[src/rtl/al_accel_ibuf_seq.sv]
// Snake-scan sequencer: fetches input words and drives al_accel_ibuf load/shift/row-change controls.
// Define AL_IBUF_SEQ_PERF_EN to add the perf_stall / perf_loads counters.
module al_accel_ibuf_seq #(
    parameter int ADDR_W = 16,
    parameter int CNT_W  = 8
) (
    input  logic              clk,
    input  logic              resetn,
    input  logic              start,
    input  logic [ADDR_W-1:0] cfg_base,
    input  logic [CNT_W-1:0]  cfg_row_words,
    input  logic [CNT_W-1:0]  cfg_n_groups,
    input  logic [CNT_W-1:0]  cfg_n_rows,
    input  logic [2:0]        cfg_tail_wstrb,
    output logic              mem_req,
    output logic [ADDR_W-1:0] mem_addr,
    input  logic              mem_ack,
    input  logic [31:0]       mem_rdata,
    output logic [31:0]       ibuf_di,
    output logic              ibuf_ld_wrn,
    output logic [1:0]        ibuf_bank_sel,
    output logic              ibuf_di_revert,
    output logic [2:0]        ibuf_conv_wstrb,
    output logic              ibuf_conv_fi_load,
    output logic              ibuf_conv_se_load,
    output logic              ibuf_enb,
    output logic              busy,
    output logic              done
`ifdef AL_IBUF_SEQ_PERF_EN
    ,
    output logic [31:0]       perf_stall,
    output logic [31:0]       perf_loads
`endif
);

    localparam logic [2:0] S_IDLE  = 3'd0;
    localparam logic [2:0] S_FETCH = 3'd1;
    localparam logic [2:0] S_LOAD  = 3'd2;
    localparam logic [2:0] S_SHIFT = 3'd3;
    localparam logic [2:0] S_DOWN  = 3'd4;
    localparam logic [2:0] S_DONE  = 3'd5;

    logic [2:0]        state_q, state_d;
    logic [CNT_W-1:0]  r_q, r_d, g_q, g_d;
    logic [1:0]        b_q, b_d;
    logic [2:0]        s_q, s_d;
    logic              dn_q, dn_d;
    logic [31:0]       data_q;
    logic [ADDR_W-1:0] base_q;
    logic [CNT_W-1:0]  rw_q, ng_q, nr_q;
    logic [2:0]        tail_q;

    logic              tail_grp, row_end, last_row;
    logic [2:0]        n_shift;
    logic [ADDR_W-1:0] row_sel, fetch_addr;

    // The tail group is always the physical last column group, whatever the sweep direction.
    assign tail_grp   = (g_q == ng_q - CNT_W'(1));
    assign row_end    = r_q[0] ? (g_q == '0) : tail_grp;
    assign last_row   = (r_q == nr_q - CNT_W'(1));
    assign n_shift    = (tail_grp && tail_q != 3'd0) ? tail_q : 3'd4;
    assign row_sel    = ADDR_W'(r_q) + ADDR_W'(b_q) - ADDR_W'(1);
    assign fetch_addr = base_q + row_sel * ADDR_W'(rw_q) + ADDR_W'(g_q);

    always_comb begin
        state_d = state_q;
        r_d     = r_q;
        g_d     = g_q;
        b_d     = b_q;
        s_d     = s_q;
        dn_d    = dn_q;
        case (state_q)
            S_IDLE: begin
                if (start) begin
                    r_d     = '0;
                    g_d     = '0;
                    b_d     = 2'd1;
                    s_d     = 3'd0;
                    dn_d    = 1'b0;
                    state_d = (cfg_n_rows == '0 || cfg_n_groups == '0) ? S_DONE : S_FETCH;
                end
            end
            S_FETCH: if (mem_ack) state_d = S_LOAD;
            S_LOAD: begin
                if (b_q != 2'd3) begin
                    b_d     = b_q + 2'd1;
                    state_d = S_FETCH;
                end else begin
                    b_d     = 2'd1;
                    s_d     = 3'd0;
                    state_d = S_SHIFT;
                end
            end
            S_SHIFT: begin
                s_d = s_q + 3'd1;
                if (s_q == n_shift - 3'd1) begin
                    if (!row_end) begin
                        g_d     = r_q[0] ? g_q - CNT_W'(1) : g_q + CNT_W'(1);
                        state_d = S_FETCH;
                    end else if (last_row) begin
                        state_d = S_DONE;
                    end else begin
                        dn_d    = 1'b0;
                        state_d = S_DOWN;
                    end
                end
            end
            S_DOWN: begin
                dn_d = 1'b1;
                if (dn_q) begin
                    dn_d    = 1'b0;
                    r_d     = r_q + CNT_W'(1);
                    b_d     = 2'd1;
                    state_d = S_FETCH;
                end
            end
            S_DONE:  state_d = S_IDLE;
            default: state_d = S_IDLE;
        endcase
    end

    always_ff @(posedge clk or negedge resetn) begin
        if (!resetn) begin
            state_q <= S_IDLE;
            r_q     <= '0;
            g_q     <= '0;
            b_q     <= 2'd0;
            s_q     <= 3'd0;
            dn_q    <= 1'b0;
        end else begin
            state_q <= state_d;
            r_q     <= r_d;
            g_q     <= g_d;
            b_q     <= b_d;
            s_q     <= s_d;
            dn_q    <= dn_d;
        end
    end

    // Configuration is captured once per scan so mid-scan input changes have no effect.
    always_ff @(posedge clk or negedge resetn) begin
        if (!resetn) begin
            base_q <= '0;
            rw_q   <= '0;
            ng_q   <= '0;
            nr_q   <= '0;
            tail_q <= 3'd0;
            data_q <= '0;
        end else begin
            if (state_q == S_IDLE && start) begin
                base_q <= cfg_base;
                rw_q   <= cfg_row_words;
                ng_q   <= cfg_n_groups;
                nr_q   <= cfg_n_rows;
                tail_q <= cfg_tail_wstrb;
            end
            if (state_q == S_FETCH && mem_ack) data_q <= mem_rdata;
        end
    end

    assign mem_req           = (state_q == S_FETCH);
    assign mem_addr          = mem_req ? fetch_addr : '0;
    assign ibuf_ld_wrn       = (state_q == S_LOAD);
    assign ibuf_bank_sel     = ibuf_ld_wrn ? b_q : 2'd0;
    assign ibuf_di           = ibuf_ld_wrn ? data_q : 32'd0;
    assign ibuf_conv_wstrb   = (ibuf_ld_wrn && tail_grp) ? tail_q : 3'd0;
    assign busy              = (state_q == S_FETCH) || (state_q == S_LOAD) ||
                               (state_q == S_SHIFT) || (state_q == S_DOWN);
    assign ibuf_di_revert    = busy && r_q[0];
    assign ibuf_conv_se_load = (state_q == S_DOWN);
    assign ibuf_conv_fi_load = (state_q == S_DOWN) && dn_q;
    assign ibuf_enb          = (state_q == S_LOAD) || (state_q == S_SHIFT) || (state_q == S_DOWN);
    assign done              = (state_q == S_DONE);

`ifdef AL_IBUF_SEQ_PERF_EN
    logic [31:0] stall_q, loads_q;

    always_ff @(posedge clk or negedge resetn) begin
        if (!resetn) begin
            stall_q <= '0;
            loads_q <= '0;
        end else if (state_q == S_IDLE && start) begin
            stall_q <= '0;
            loads_q <= '0;
        end else begin
            if (state_q == S_FETCH && !mem_ack && stall_q != '1) stall_q <= stall_q + 32'd1;
            if (state_q == S_LOAD && loads_q != '1) loads_q <= loads_q + 32'd1;
        end
    end

    assign perf_stall = stall_q;
    assign perf_loads = loads_q;
`endif

endmodule

[config.mk]
export PLATFORM = sky130hd
export DESIGN_NAME = al_accel_ibuf_seq
export DESIGN_NICKNAME = d
export VERILOG_FILES = /design/src/rtl/al_accel_ibuf_seq.sv
export SDC_FILE = /design/constraint.sdc
export NUM_CORES = 1
export LEC_CHECK = 0
export CAP_MARGIN = 20
export CORE_ASPECT_RATIO = 0.9
export CORE_MARGIN = 3
export CORE_UTILIZATION = 41
export DETAILED_ROUTE_END_ITERATION = 8
export HOLD_SLACK_MARGIN = 0.15
export PLACE_DENSITY = 0.66
export SETUP_SLACK_MARGIN = 0.1
export SLEW_MARGIN = 20
export SYNTH_ARGS = -nofsm -noshare
export SYNTH_HDL_FRONTEND = slang
export SYNTH_SLANG_ARGS = --single-unit
[constraint.sdc]
create_clock -name clk -period 10 [get_ports clk]
set_input_delay 3 -clock clk [delete_from_list [all_inputs] [get_ports clk]]
set_output_delay 3 -clock clk [all_outputs]
set_load 0.005 [all_outputs]
==> impl_metrics.json, run 1 <==
{
  "rows": 51,
  "die_h_um": 147.2,
  "synth_area_um2": 9082,
  "async_reset_ff_frac": 1.000,
  "placed_cell_area_um2": 11080,
  "fin_crit_sh": 0.9734,
  "hold_path_class": "flop to flop",
  "grt_max_degree": 67,
  "numCtsBuffers": 9,
  "grt_pass1_vias": 7263,
  "detail-route-antenna-nets": 0,
  "hpwl_mm": 16.41,
  "ys_seq_area_frac": 0.2755,
  "port_buffers": 139,
  "synth_seq_cells": 100,
  "diodes": 0,
  "drive_above_1_share": 0.1807,
  "tightest_slew_ps": 869.8,
  "die_w_um": 162.9,
  "path_class": "flop to output port",
  "crit_path_frequent_cell": "fa_1",
  "vias": 6898,
  "reg2reg_from": "ng_q[0]",
  "worstSkewPairLatency_ps": 360,
  "max_stage_delay_ps": 520,
  "syn_inst": 937,
  "min_delay_path_depth": 1,
  "syn_area_per_cell_um2": 9.693,
  "core_um2": 21700,
  "slew_violations": 0,
  "relSlewSlack": 0.4202,
  "start_kind": "flop",
  "fillCellCount": 1968,
  "clock_path_buffers": 2,
  "finalCriticalPeriod_ps": 9734,
  "area_growth_pct": 28.90,
  "worstSetupEndpointType": "output port",
  "cts_sinks": 100,
  "cts_tree": "built",
  "timing.fmax_mhz": 102.7,
  "start_util": 0.4186,
  "stdcell_area_um2": 11710,
  "cp_slowest_cell": "fa_1",
  "wl_mm": 21.32,
  "gp_congestion": 0.8616,
  "holdCritStartpoint": "data_q[12]",
  "finalSetupViolations": 0,
  "syn_nets": 1167,
  "synth_edf_count": 0,
  "dr.first_iter.drc_count": 222,
  "nets": 1343,
  "clock_skew_ps": 10.49,
  "ys_types": 65,
  "clkTransAtPathRegs_ps": 90,
  "io_pins": 140,
  "crit_fanout": 3,
  "r2r_cells": 15,
  "ctsHoldBuffers": 0,
  "rsz0062_at_grt": "true",
  "antenna_found_initial": 0,
  "required_ps": 7000,
  "status": "finished, final reports clean",
  "hold_viol": 0,
  "wl_per_cell_um": 15.13,
  "die-area_um2": 23980,
  "overflow": 0,
  "drt_first_pass_iters": 4,
  "cp-startpoint": "r_q[1]",
  "drc": 0,
  "avgViaCountPerCell": 4.896,
  "cts-htree-levels": 3,
  "tns_ps": 0,
  "arrival_ps": 6730,
  "synth_flop_cell": "dfrtp_1",
  "grt_first_pass_wirelength_mm": 36.18,
  "cap_violations": 0,
  "ys.warnings.count": 0,
  "grtUsageTotal": 0.1862,
  "root_buffer": "clkbuf_16"
}
-- cell usage after synthesis (2+ instances only) --
library cell | n | area (um^2)
inv_1 | 159 | 596.8
dfrtp_1 | 100 | 2502
fa_1 | 78 | 1562
nand2_1 | 78 | 292.8
ha_1 | 73 | 913.4
and2_1 | 64 | 400.4
mux2_2 | 61 | 686.9
xnor2_1 | 39 | 341.6
nor2_1 | 36 | 135.1
o21ai_0 | 27 | 135.1
clkbuf_1 | 25 | 93.84
a21oi_1 | 24 | 120.1
xor2_1 | 20 | 175.2
nor3_1 | 14 | 70.07
a21o_1 | 10 | 75.07
and3_1 | 8 | 50.05
nand2b_1 | 8 | 50.05
nor2b_1 | 8 | 50.05
nor4_1 | 8 | 50.05
nand3_1 | 7 | 35.03
a22o_1 | 6 | 52.55
o21bai_1 | 6 | 45.04
buf_2 | 5 | 25.02
a31oi_1 | 4 | 25.02
mux2_1 | 4 | 45.04
nand4_1 | 4 | 25.02
o211ai_1 | 4 | 30.03
a2111oi_0 | 3 | 26.28
a211oi_1 | 3 | 22.52
nor3b_1 | 3 | 22.52
o21a_1 | 3 | 22.52
o21ai_1 | 3 | 15.01
or3_1 | 3 | 18.77
a211o_1 | 2 | 17.52
nand4b_1 | 2 | 17.52
o2111ai_1 | 2 | 17.52
o31ai_1 | 2 | 15.01
o32ai_1 | 2 | 17.52
or2_1 | 2 | 12.51
or3_4 | 2 | 22.52
-- what timing repair did --
item	CTS	global route
setup buffers	5	5
pin swaps	15	43
resized for setup	29	51
setup endpoints to repair	7	9
-- worst max-delay path, delay by kind of cell (launching register included) --
kind                       cells  cell delay [ps]
buffers and inverters         10              850
adders and majority gates      9             3410
AOI/OAI and AO/OA              6              760
DFF                            1              370
xor gates and xnor gates       1               90
and+or+nand+nor                4              870
-- cell usage in the layout (no fill, tap or decap), drive strengths merged, types with 3 or more instances in the layout --
| master | synthesis | layout |
|---|---|---|
| nor3b | 3 | 3 |
| a21oi | 24 | 24 |
| nor3 | 15 | 15 |
| nor2b | 8 | 8 |
| or3 | 5 | 5 |
| a31oi | 4 | 4 |
| and2 | 64 | 64 |
| nand4 | 4 | 4 |
| nand2 | 78 | 78 |
| clkbuf | 25 | 9 |
| o211ai | 4 | 4 |
| buf | 5 | 60 |
| or2 | 3 | 3 |
| dfrtp | 100 | 100 |
| nor2 | 36 | 36 |
| o21ai | 30 | 30 |
| clkdlybuf4s50 | 0 | 131 |
| xor2 | 20 | 20 |
| a211oi | 4 | 4 |
| nand2b | 8 | 8 |
| inv | 160 | 163 |
| xnor2 | 39 | 39 |
| a22o | 7 | 7 |
| a21o | 10 | 10 |
| mux2 | 65 | 65 |
| nand3 | 7 | 7 |
| ha | 73 | 73 |
| and3 | 8 | 8 |
| fa | 78 | 78 |
| clkinv | 0 | 4 |
| o32ai | 3 | 3 |
| o21a | 3 | 3 |
| dlymetal6s2s | 0 | 3 |
| o21bai | 6 | 6 |
| nor4 | 8 | 8 |
| a2111oi | 3 | 3 |
-- stage by stage --
stage	util	cells	hold slack (ps)	setup slack (ps)
5_1_grt	0.5396	1409	499.0	-3.878
4_1_cts	0.5290	1405	487.9	12.70
2_1_floorplan	-	937	448.9	132.4
3_5_place_dp	0.5106	1384	466.5	-338.0
3_3_place_gp	0.5106	1384	459.6	-184.1
6_report	0.5396	1409	481.0	265.8
-- logic make-up (layout without fill, tap and decap cells) --
kind of cell	count (synthesis)	count (layout)	share of synthesized area
xor+xnor	60	60	0.05937
compound gates	115	115	0.08624
buf+inv	190	371	0.07921
flops	100	100	0.2755
fa+ha+maj	151	151	0.2725
simple gates	255	255	0.1455
mux	66	66	0.08169
-- metal layers --
layer / GRT usage / vias to the layer above / routed length [um]
li1: - / 3383 / -
met1: 0.2522 / 3341 / 10040
met2: 0.2925 / 154 / 9457
met3: 0.05610 / 20 / 1452
met4: 0.04863 / 0 / 369
met5: 0 / - / 0
-- final cells by class --
class | instances | area [um^2] | area share
Clock inverter | 7 | 77.57 | 0.006626
Timing Repair Buffer | 195 | 1808 | 0.1544
Inverter | 160 | 603.1 | 0.05151
Tap cell | 291 | 364.1 | 0.03110
Sequential cell | 100 | 2502 | 0.2137
Clock buffer | 9 | 225.2 | 0.01924
Multi-Input combinational cell | 647 | 6127 | 0.5234
-- final timing paths --
check	end	slack (ps)
setup reg to reg	g_q[0]	6210
min in group asynchronous	base_q[10]	2590
max in group asynchronous	nr_q[0]	6160
setup / recovery	mem_addr[15]	270
hold reg to reg	data_q[12]	480
hold / removal	data_q[12]	480
-- state kept, by name, summed over array words and instances (netlist names), 8 cells and up --
signal and flops:
data_q 32, base_q 16, g_q 8, ng_q 8, nr_q 8, r_q 8, rw_q 8
Power of run 1 is left out: the tool's default activity adds up to more than one toggle a clock period on the data nets, which glitch-free logic cannot reach.
==> inputs of run 2 (changes only) <==
Settings changed: CORE_ASPECT_RATIO 0.9 to 1.4.
==> run 2 against run 1 <==
Core utilization is 0.56 points higher. Non-clock buffer count is 2 lower. Global-route usage is 0.60 points lower. Setup slack worse by 68 ps. Register-to-register slack better by 110 ps. Sequential share of layout area hardly changed. Final area is 0.15% lower. Die area hardly changed. Count of clock-buffer cells in the layout stayed put.
==> impl_metrics.json, run 2 (synthesis gave the netlist of run 1 again) <==
{
  "fin_crit_sh": 0.9802,
  "clock_path_buffers": 2,
  "core_um2": 21440,
  "cap_violations": 0,
  "start_kind": "flop",
  "drt_first_pass_iters": 4,
  "layout_commonest_cell": "inv_1",
  "critPathTopFamily": "adder cells",
  "dp.cells": 1380,
  "hold_path_class": "flop to flop",
  "dr_wl_met3_mm": 1.271,
  "reg2reg_from": "ng_q[0]",
  "top_layer": "met4",
  "detail-route-antenna-nets": 0,
  "root_buffer": "clkbuf_16",
  "cts_sinks": 100,
  "overflow": 0,
  "required_ps": 7000,
  "die_h_um": 182.1,
  "grt_max_degree": 68,
  "met1Wirelength_mm": 8.581,
  "cts_tree": "built",
  "hpwl_mm": 16.29,
  "rows": 63,
  "clock_skew_ps": 14.42,
  "cp-startpoint": "b_q[1]",
  "vias": 6961,
  "tightest_slew_ps": 871.2,
  "timing.fmax_mhz": 102.0,
  "r2r-end": "g_q[0]",
  "grt_first_pass_wirelength_mm": 35.55,
  "drive_above_1_share": 0.1738,
  "layout_common_cells": "152 x inv_1, 132 x clkdlybuf4s50_1, 100 x dfrtp_1, 75 x fa_1, 74 x nand2_1",
  "die_w_um": 131.8,
  "die-area_um2": 24000,
  "cts-htree-levels": 3,
  "r2r_slack_ps": 6320,
  "ctsHoldBuffers": 0,
  "largest_reg_flops": 32,
  "hold_viol": 0,
  "worstSetupEndpointType": "output port",
  "crit_path_frequent_cell": "fa_1",
  "diodes": 0,
  "finalSetupViolations": 0,
  "finalCriticalPeriod_ps": 9802,
  "regMostFlops": "data_q",
  "status": "finished, final reports clean",
  "largestRegisters": "data_q x32, base_q x16",
  "holdCritStartpoint": "data_q[0]",
  "r2r_cells": 15,
  "clkTransAtPathRegs_ps": 80,
  "max_stage_delay_ps": 510,
  "cp_slowest_cell": "fa_1",
  "multi_input_area_um2": 6126,
  "seqCellArea_um2": 2502,
  "relSlewSlack": 0.4192,
  "rsz0062_at_grt": "true",
  "port_buffers": 139,
  "stdcell_count": 1408,
  "crit_fanout": 3,
  "grt_pass1_vias": 7559,
  "area_growth_pct": 28.71,
  "start_util": 0.4236,
  "worstSkewPairLatency_ps": 370,
  "wl_per_cell_um": 15.10,
  "wl_mm": 21.26,
  "path_class": "flop to output port",
  "slew_violations": 0,
  "drc": 0,
  "min_delay_path_depth": 1,
  "arrival_ps": 6800,
  "grtUsageTotal": 0.1801,
  "avgViaCountPerCell": 4.944,
  "fillCellCount": 1938,
  "gp_congestion": 0.8584,
  "dr.first_iter.drc_count": 224,
  "numCtsBuffers": 9,
  "nets": 1341,
  "holdPathEnd": "data_q[0]",
  "worstPathBufferInverterCount": 9,
  "antenna_found_initial": 0,
  "io_pins": 140,
  "met2_length_mm": 10.88
}
-- run 2: cell types whose count changed in the layout (fill, tap and decap cells not counted), sizes merged --
cell	before	now
clkdlybuf4s15	0	1
clkbuf	9	10
buf	60	57
clkdlybuf4s50	131	132
dlymetal6s2s	3	1
-- run 2: worst max-delay path by stage --
stage	to	slack, ps	cells past startpoint
after floorplan	mem_addr[14]	130	25
final	mem_addr[15]	200	30
after detailed placement	mem_addr[15]	-350	27
after CTS	mem_addr[15]	10	29
after global placement	mem_addr[15]	-270	29
after global routing	mem_addr[15]	-120	30
-- run 2: timing repair --
action	in CTS	in global routing
setup endpoints to repair	7	9
pin swaps	18	46
buffers inserted	8	5
gates resized for setup	30	41
-- run 2: metal layers --
layer  vias to the layer above  global-route usage
met4                         0             0.06768
li1                       3388                   -
met2                       143              0.3249
met5                         -                   0
met3                        33             0.04992
met1                      3397              0.2026
-- run 2: worst reg2reg max path: stages (launching register included) --
cell      delay [ps]
dfrtp_1          420
inv_1             80
ha_1             250
nor2b_1          140
or3_1            340
a31oi_1          240
o2111a_2         330
nand2_1           80
ha_1             210
xnor2_1          250
xnor2_1          100
a32oi_1          190
nor2_1            60
a22o_2           330
and2_1           250
mux2_2           290
-- run 2: layout make-up --
cell class                      count  share of cell area
Sequential cell                   100              0.2141
Clock inverter                      7            0.007385
Inverter                          160             0.05138
Timing Repair Buffer              193              0.1526
Clock buffer                        9             0.01927
Tap cell                          292             0.03125
Multi-Input combinational cell    647              0.5240
-- run 2: metrics by stage --
stage                 util  cell area [um^2]  hold slack [ps]  TNS (ps)  setup slack (ps)
finish              0.5452             11690            480.5         0             198.1
global route        0.5452             11690            489.5    -173.0            -117.1
CTS                 0.5357             11480            485.9         0             11.51
detailed placement  0.5150             11040            467.6    -627.4            -351.1
global placement    0.5150             11040            458.9    -442.9            -266.6
floorplan                -              9082            448.9         0             132.4
Power of run 2 is left out for the same reason.
